$ cat config.mk
export PLATFORM = sky130hd
export DESIGN_NAME = alu_cond_stage
export DESIGN_NICKNAME = d
export VERILOG_FILES = /design/src/rtl/alu_cond_stage.sv
export SDC_FILE = /design/constraint.sdc
export NUM_CORES = 1
export LEC_CHECK = 0
export BUFFER_PORTS_ARGS = -buffer_cell sky130_fd_sc_hd__clkbuf_2
export CAP_MARGIN = 20
export CORE_ASPECT_RATIO = 0.6
export CORE_UTILIZATION = 43
export DETAILED_ROUTE_END_ITERATION = 7
export GPL_TIMING_DRIVEN = 0
export HOLD_SLACK_MARGIN = 0.05
export PLACE_DENSITY = 0.77
export SLEW_MARGIN = 20
export SYNTH_ARGS = -nofsm -noshare
export SYNTH_HDL_FRONTEND = slang
export SYNTH_SLANG_ARGS = --single-unit
$ cat constraint.sdc
create_clock -name clk -period 2.1 [get_ports clk]
set_input_delay 0.105 -clock clk [delete_from_list [all_inputs] [get_ports clk]]
set_output_delay 0.105 -clock clk [all_outputs]
set_load 0.03 [all_outputs]
$ cat src/rtl/alu_cond_stage.sv
// Execute-to-writeback stage: holds NZCV, evaluates the condition field and
// buffers the ALU result with condition-gated write enables behind valid/ready.
module alu_cond_stage #(
    parameter int          DATA_W      = 32,
    parameter logic [3:0]  RESET_FLAGS = 4'b0000
) (
    input  logic              clk,
    input  logic              reset,
    input  logic              ex_valid,
    output logic              ex_ready,
    input  logic [DATA_W-1:0] alu_result,
    input  logic [3:0]        alu_flags,
    input  logic [2:0]        alu_control,
    input  logic [3:0]        cond,
    input  logic [1:0]        flag_w,
    input  logic              reg_w_req,
    input  logic              mem_w_req,
    input  logic              pc_s_req,
    input  logic              no_write,
    output logic              cond_ex,
    output logic [3:0]        flags_q,
    output logic              wb_valid,
    input  logic              wb_ready,
    output logic [DATA_W-1:0] wb_result,
    output logic              wb_reg_w,
    output logic              wb_mem_w,
    output logic              wb_pc_w,
    output logic              wb_cond_ex
);

    localparam logic [2:0] ALU_MUL = 3'b111;

    typedef enum logic {EMPTY, FULL} state_t;

    state_t            state_q, state_d;
    logic [3:0]        flags_d;
    logic [DATA_W-1:0] result_q;
    logic              reg_w_q, mem_w_q, pc_w_q, cond_ex_q;
    logic              accept;
    logic              n_f, z_f, c_f, v_f;

    assign {n_f, z_f, c_f, v_f} = flags_q;

    always_comb begin
        cond_ex = 1'b0;
        case (cond)
            4'h0: cond_ex = z_f;
            4'h1: cond_ex = !z_f;
            4'h2: cond_ex = c_f;
            4'h3: cond_ex = !c_f;
            4'h4: cond_ex = n_f;
            4'h5: cond_ex = !n_f;
            4'h6: cond_ex = v_f;
            4'h7: cond_ex = !v_f;
            4'h8: cond_ex = c_f & !z_f;
            4'h9: cond_ex = !c_f | z_f;
            4'hA: cond_ex = (n_f == v_f);
            4'hB: cond_ex = (n_f != v_f);
            4'hC: cond_ex = !z_f & (n_f == v_f);
            4'hD: cond_ex = z_f | (n_f != v_f);
            default: cond_ex = 1'b1;
        endcase
    end

    // A full buffer can still accept when writeback drains it in the same cycle.
    assign wb_valid = (state_q == FULL);
    assign ex_ready = !wb_valid | wb_ready;
    assign accept   = ex_valid & ex_ready;

    always_comb begin
        state_d = state_q;
        case (state_q)
            EMPTY:   if (accept) state_d = FULL;
            FULL:    if (wb_ready && !accept) state_d = EMPTY;
            default: state_d = EMPTY;
        endcase
    end

    // MUL leaves C/V untouched even when a CV update is requested.
    always_comb begin
        flags_d = flags_q;
        if (accept && cond_ex) begin
            if (flag_w[1]) flags_d[3:2] = alu_flags[3:2];
            if (flag_w[0] && (alu_control != ALU_MUL)) flags_d[1:0] = alu_flags[1:0];
        end
    end

    always_ff @(posedge clk) begin
        if (reset) begin
            state_q   <= EMPTY;
            flags_q   <= RESET_FLAGS;
            result_q  <= '0;
            reg_w_q   <= 1'b0;
            mem_w_q   <= 1'b0;
            pc_w_q    <= 1'b0;
            cond_ex_q <= 1'b0;
        end else begin
            state_q <= state_d;
            flags_q <= flags_d;
            if (accept) begin
                result_q  <= alu_result;
                reg_w_q   <= reg_w_req & !no_write & cond_ex;
                mem_w_q   <= mem_w_req & cond_ex;
                pc_w_q    <= pc_s_req & cond_ex;
                cond_ex_q <= cond_ex;
            end
        end
    end

    assign wb_result  = result_q;
    assign wb_reg_w   = reg_w_q;
    assign wb_mem_w   = mem_w_q;
    assign wb_pc_w    = pc_w_q;
    assign wb_cond_ex = cond_ex_q;

endmodule

## Yosys cells after proc, flatten, opt, wreduce, memory -nomap -nowiden

Cells that the tools add are included.

- Order comparisons: 0
- Multipliers: 0
- Bitwise gates (word level): 11
- Shifts and indexed selects: 0
- $add $sub $neg: 0
- Divide/modulo/power cells: 0
- Reductions and logical operators: 13
- Eq/ne operators: 16
- Muxes and demuxes: 4

Operator list:

| kind | count |
|---|---|
| 4-bit == test, second input constant | 6 |
| 4-bit by 3-bit == test with 1-bit output, second input constant | 4 |
| 1-bit case mux with 14 select lines | 1 |
| 4-bit by 2-bit == test with 1-bit output, second input constant | 2 |
| 1-bit AND | 7 |
| 1-bit zero test | 7 |
| 4-bit by 1-bit == test with 1-bit output, second input constant | 1 |
| 4-bit zero test | 1 |
| 2-bit AND reduction | 2 |
| 1-bit logical AND | 3 |
| 3-bit inequality test, second input constant | 1 |
| 1-bit bitwise OR | 3 |
| 1-bit 2-to-1 mux | 2 |
| 1-bit case mux with 2 select lines | 1 |
| 1-bit == test | 1 |
| 1-bit inequality test | 1 |
| 1-bit inverter | 1 |

- Latch bits: 0
- Output and inout port bits: 43
- Memories: 0
- Register bits: 41
- RAM bits: 0
- Bits in read-only memories: 0

## Logic depth before layout (Yosys ltp)

- Depth after elaboration: 7
- Gate-level depth with buffers: 7
- Gate-level depth less buffers: 6

## Worst setup path before layout

No wires, ideal clock.

- Kind: reg2reg
- Start: register flags_q[3]
- End: register mem_w_q (netlist: wb_mem_w)
- Stages on the path, launching flop included: 7
- Period minus slack after synthesis: 2.084 ns
- Path slack: 0.016 ns
- Arrival time: 1.967 ns
- Required time: 1.983 ns
- Cells stage by stage: dfxtp_1 xor2_1 and3_1 o311ai_2 o2111ai_2 nor3b_2 a22o_1

- Word-level cells in the longest chain between the ends: 4

Ends and longest elaborated chain:

| item | RTL line | text |
|---|---|---|
| start, declared | 21 | `output logic [3:0] flags_q,` |
| start signal, assigned | 99 | `flags_q <= flags_d;` |
| 1-bit inequality test or 1-bit == test (tied branches) | - |  |
| 1-bit bitwise OR or 1-bit AND (tied branches) | 60, 59 |  |
| 1-bit case mux with 14 select lines * | 46 | `case (cond)` |
| via cond_ex | 20 | `output logic cond_ex,` |
| 1-bit AND * | 103 | `mem_w_q <= mem_w_req & cond_ex;` |
| end signal, assigned | 103 |  |
| end, declared | 38 | `logic reg_w_q, mem_w_q, pc_w_q, cond_ex_q;` |

Mark *: on every way through the listed nets, which the timed path passes. The rest lies on a longest branch.
A chain may end at the register's enable or synchronous reset.

## Worst setup path in the final report

- Start: register flags_q[3]
- End: output port cond_ex

- Word-level cells in the longest chain between the ends: 3

Ends and longest elaborated chain:

| item | RTL line |
|---|---|
| 1-bit inequality test or 1-bit == test (tied branches) | - |
| 1-bit bitwise OR or 1-bit AND (tied branches) | 60, 59 |
| 1-bit case mux with 14 select lines * | 46 |
| end, declared | 20 |

Every way passes the cells marked *; elsewhere a longest branch is shown, timed or not.

==> results.sh <==
export IMPL_status="completed"
export IMPL_rr_endpoint="flags_q[0]"
export IMPL_tightestPinTransition_ps=480.3
export IMPL_post_cts_buffers=0
export IMPL_grt_pass1_vias=1583
export IMPL_ant_nets=0
export IMPL_grt_pass1_wl_um=6886
export IMPL_drc=0
export IMPL_worstReg2RegStart="flags_q[3]"
export IMPL_cts_clk_slew_worst_paths_ps=70
export IMPL_fin_setup_tns_ps=0
export IMPL_path_cells="or4b_1, a31oi_1, o21ai_1, o2111ai_2, buf_4"
export IMPL_startpoint_type="flop"
export IMPL_hold_viol=0
export IMPL_nFillCells=304
export IMPL_ys_warn_count=0
export IMPL_insertion_delay_ps=280
export IMPL_firstDrtPassIters=4
export IMPL_layout_common_cells="92 x clkbuf_2, 67 x nand2_1, 41 x dfxtp_1, 34 x a21oi_1, 32 x dlygate4sd3_1"
export IMPL_avgRoutedWirePerCell_um=12.07
export IMPL_crit_slowest_cell="or4b_1"
export IMPL_numPortBuffers=93
export IMPL_tritoncts_num_sinks=41
export IMPL_critical_path_class="reg -> out"
export IMPL_clockRootBuffer="clkbuf_8"
export IMPL_r2r_cells=6
export IMPL_routed_via_density=4.809
export IMPL_fin_crit_sh=0.9337
export IMPL_layout_commonest_cell="clkbuf_2"
export IMPL_grtUsageTotal=0.2251
export IMPL_rows=17
export IMPL_setup_viol=0
export IMPL_synthCells=204
export IMPL_gp_congestion=0.7693
export IMPL_syn_nets=257
export IMPL_grt_max_degree=12
export IMPL_slew_viol_final=0
export IMPL_cts_buffers=5
export IMPL_vias=1837
export IMPL_max_freq_mhz=510.0
export IMPL_die_area_um2=4170
export IMPL_start_util=0.4540
export IMPL_vdd_drop_max_uv=551.4
export IMPL_antenna_found_initial=0
export IMPL_rsz0062_at_grt="no"
export IMPL_slowest_delay_ps=540
export IMPL_min_path_type="in -> reg"
export IMPL_io_pins=96
export IMPL_gr_total_overflow=0
export IMPL_fin_nets=389
export IMPL_swShare=0.2933
export IMPL_finalNonFillerCells=382
export IMPL_internal_power_mw=1.201
export IMPL_seqPwrFrac=0.499
export IMPL_pwr_share_comb=0.231
export IMPL_multi_input_area_um2=790.8
export IMPL_yosys_register_bits=41
export IMPL_fin_crit_ps=1961
export IMPL_dp_cells=344
export IMPL_switchingPower_uw=498.7
export IMPL_routed_wl_um=4609
export IMPL_path_max_fanout=6
export IMPL_yosysSeqAreaShare=0.4885
export IMPL_min_path_cells=3
export IMPL_synth_distinct_cells=31
export IMPL_dieWidth_um=82.71
export IMPL_htree_levels=2
export IMPL_power_density_nw_per_um2=653.6
export IMPL_holdWs_ps=53.48
export IMPL_diodes=0
export IMPL_crit_arrival_ps=1860
export IMPL_die_h_um=50.42
export IMPL_coreArea_um2=3701
export IMPL_slew_headroom=0.6798
export IMPL_cp_end_kind="primary output"
export IMPL_clockBufferDepth=2
export IMPL_cts_tree="yes"
export IMPL_ff2ff_setup_slack_ps=190
export IMPL_pwr_share_clk=0.271
export IMPL_drtIter0Drc=58
export IMPL_synth_area_um2=1680
export IMPL_hold_path_endpoint="wb_result[3]"
export IMPL_seq_area_um2=820.8
export IMPL_total_power_mw=1.700
export IMPL_cp_required_ps=2000
export IMPL_dp_hpwl_um=2975
export IMPL_area_growth_pct=54.80
export IMPL_cap_violations=0
export IMPL_skew_ps=6.980
export IMPL_total_leakage_power_nw=1.223
export IMPL_syn_avg_cell_area_um2=8.237
export IMPL_hp_start="alu_result[3]"
export IMPL_drive_gt1_frac=0.3164
[metal layers]
layer | part of all wire | vias to the layer above | track usage
met5 | 0 | - | 0
met2 | 0.45 | 67 | 0.3798
met1 | 0.47 | 824 | 0.2743
li1 | - | 944 | -
met3 | 0.080 | 2 | 0.06727
met4 | 0.0030 | 0 | 0.06897
[cells by family (layout without fill, tap and decap cells)]
| logic type | after synthesis | in the layout | share of synthesized area |
|---|---|---|---|
| and+or+nand+nor | 96 | 96 | 0.2718 |
| AOI/OAI and AO/OA | 43 | 43 | 0.1534 |
| xor gates and xnor gates | 3 | 3 | 0.01564 |
| buffers and inverters | 16 | 147 | 0.04095 |
| muxes | 5 | 5 | 0.02979 |
| DFF | 41 | 41 | 0.4885 |
[state kept, by name (all words and copies together), names as in the netlist]
signal and cells:
wb_result 32, wb_cond_ex 1, flags_q 4, wb_reg_w 1, wb_valid 1, wb_mem_w 1, wb_pc_w 1
[power groups by stage]
stage	clock network (mW)	logic (mW)	registers [mW]
2_1_floorplan	0	0.131	0.949
3_3_place_gp	0	0.338	0.862
3_5_place_dp	0	0.341	0.864
4_1_cts	0.476	0.386	0.847
5_1_grt	0.519	0.424	0.853
6_report	0.460	0.392	0.848
[worst max path at each step]
stage | from | endpoint | slack [ps] | depth (start not counted)
after floorplan | flags_q[3] | wb_mem_w | 20 | 6
after global placement | flags_q[3] | flags_q[1] | 240 | 6
after detailed placement | flags_q[3] | flags_q[0] | 220 | 6
after CTS | flags_q[3] | cond_ex | 100 | 5
after global routing | flags_q[3] | cond_ex | 5 | 5
final | flags_q[3] | cond_ex | 140 | 5
[stage by stage]
stage	cell area, µm²	worst slack (ps)	utilization
final	2601	139.1	0.7028
after global routing	2601	4.851	0.7028
after global placement	2205	240.9	0.5957
after floorplan	1680	15.98	-
after detailed placement	2205	221.3	0.5957
after CTS	2589	98.59	0.6995
[cells in the mapped netlist]
| master | count | share of area |
|---|---|---|
| nand2_1 | 67 | 0.15 |
| dfxtp_1 | 41 | 0.49 |
| a21oi_1 | 34 | 0.10 |
| clkbuf_1 | 12 | 0.027 |
| nand2b_1 | 9 | 0.034 |
| mux2i_1 | 5 | 0.030 |
| a22o_1 | 3 | 0.016 |
| nand3_1 | 3 | 0.0089 |
| nor2_1 | 3 | 0.0067 |
| xor2_1 | 3 | 0.016 |
| and2_1 | 2 | 0.0074 |
| inv_1 | 2 | 0.0045 |
| nor4b_1 | 2 | 0.010 |
| a31oi_1 | 1 | 0.0037 |
| and3_1 | 1 | 0.0037 |
| and4_4 | 1 | 0.0067 |
| and4bb_2 | 1 | 0.0074 |
| buf_2 | 1 | 0.0030 |
| buf_6 | 1 | 0.0067 |
| nand3b_1 | 1 | 0.0045 |
| nand4b_1 | 1 | 0.0052 |
| nand4bb_1 | 1 | 0.0067 |
| nor3_1 | 1 | 0.0030 |
| nor3b_2 | 1 | 0.0074 |
| o2111ai_2 | 1 | 0.0089 |
| o21ai_1 | 1 | 0.0030 |
| o221ai_1 | 1 | 0.0052 |
| o311ai_2 | 1 | 0.0097 |
| o32a_1 | 1 | 0.0060 |
| or2b_1 | 1 | 0.0045 |
| or4b_1 | 1 | 0.0060 |
[critical path, delay by kind of cell (launching register included)]
family | cells | cell delay (ps)
AO/OA/AOI/OAI | 3 | 430
buffers and inverters | 1 | 230
flip-flops | 1 | 380
AND/OR/NAND/NOR | 1 | 540
[layout make-up]
cell class / count / share of cell area
Buffer: 14 / 0.02357
Inverter: 2 / 0.002886
Clock buffer: 5 / 0.02646
Multi-Input combinational cell: 147 / 0.3040
Timing Repair Buffer: 125 / 0.3030
Sequential cell: 41 / 0.3155
Clock inverter: 1 / 0.001924
Tap cell: 47 / 0.02261
[timing repair]
item,CTS,global route
hold buffers,31,1
resized for setup,0,3
endpoints found under the hold margin,31,1
setup endpoints to repair,0,1
Note: power is estimated with default switching activity, not from simulation.
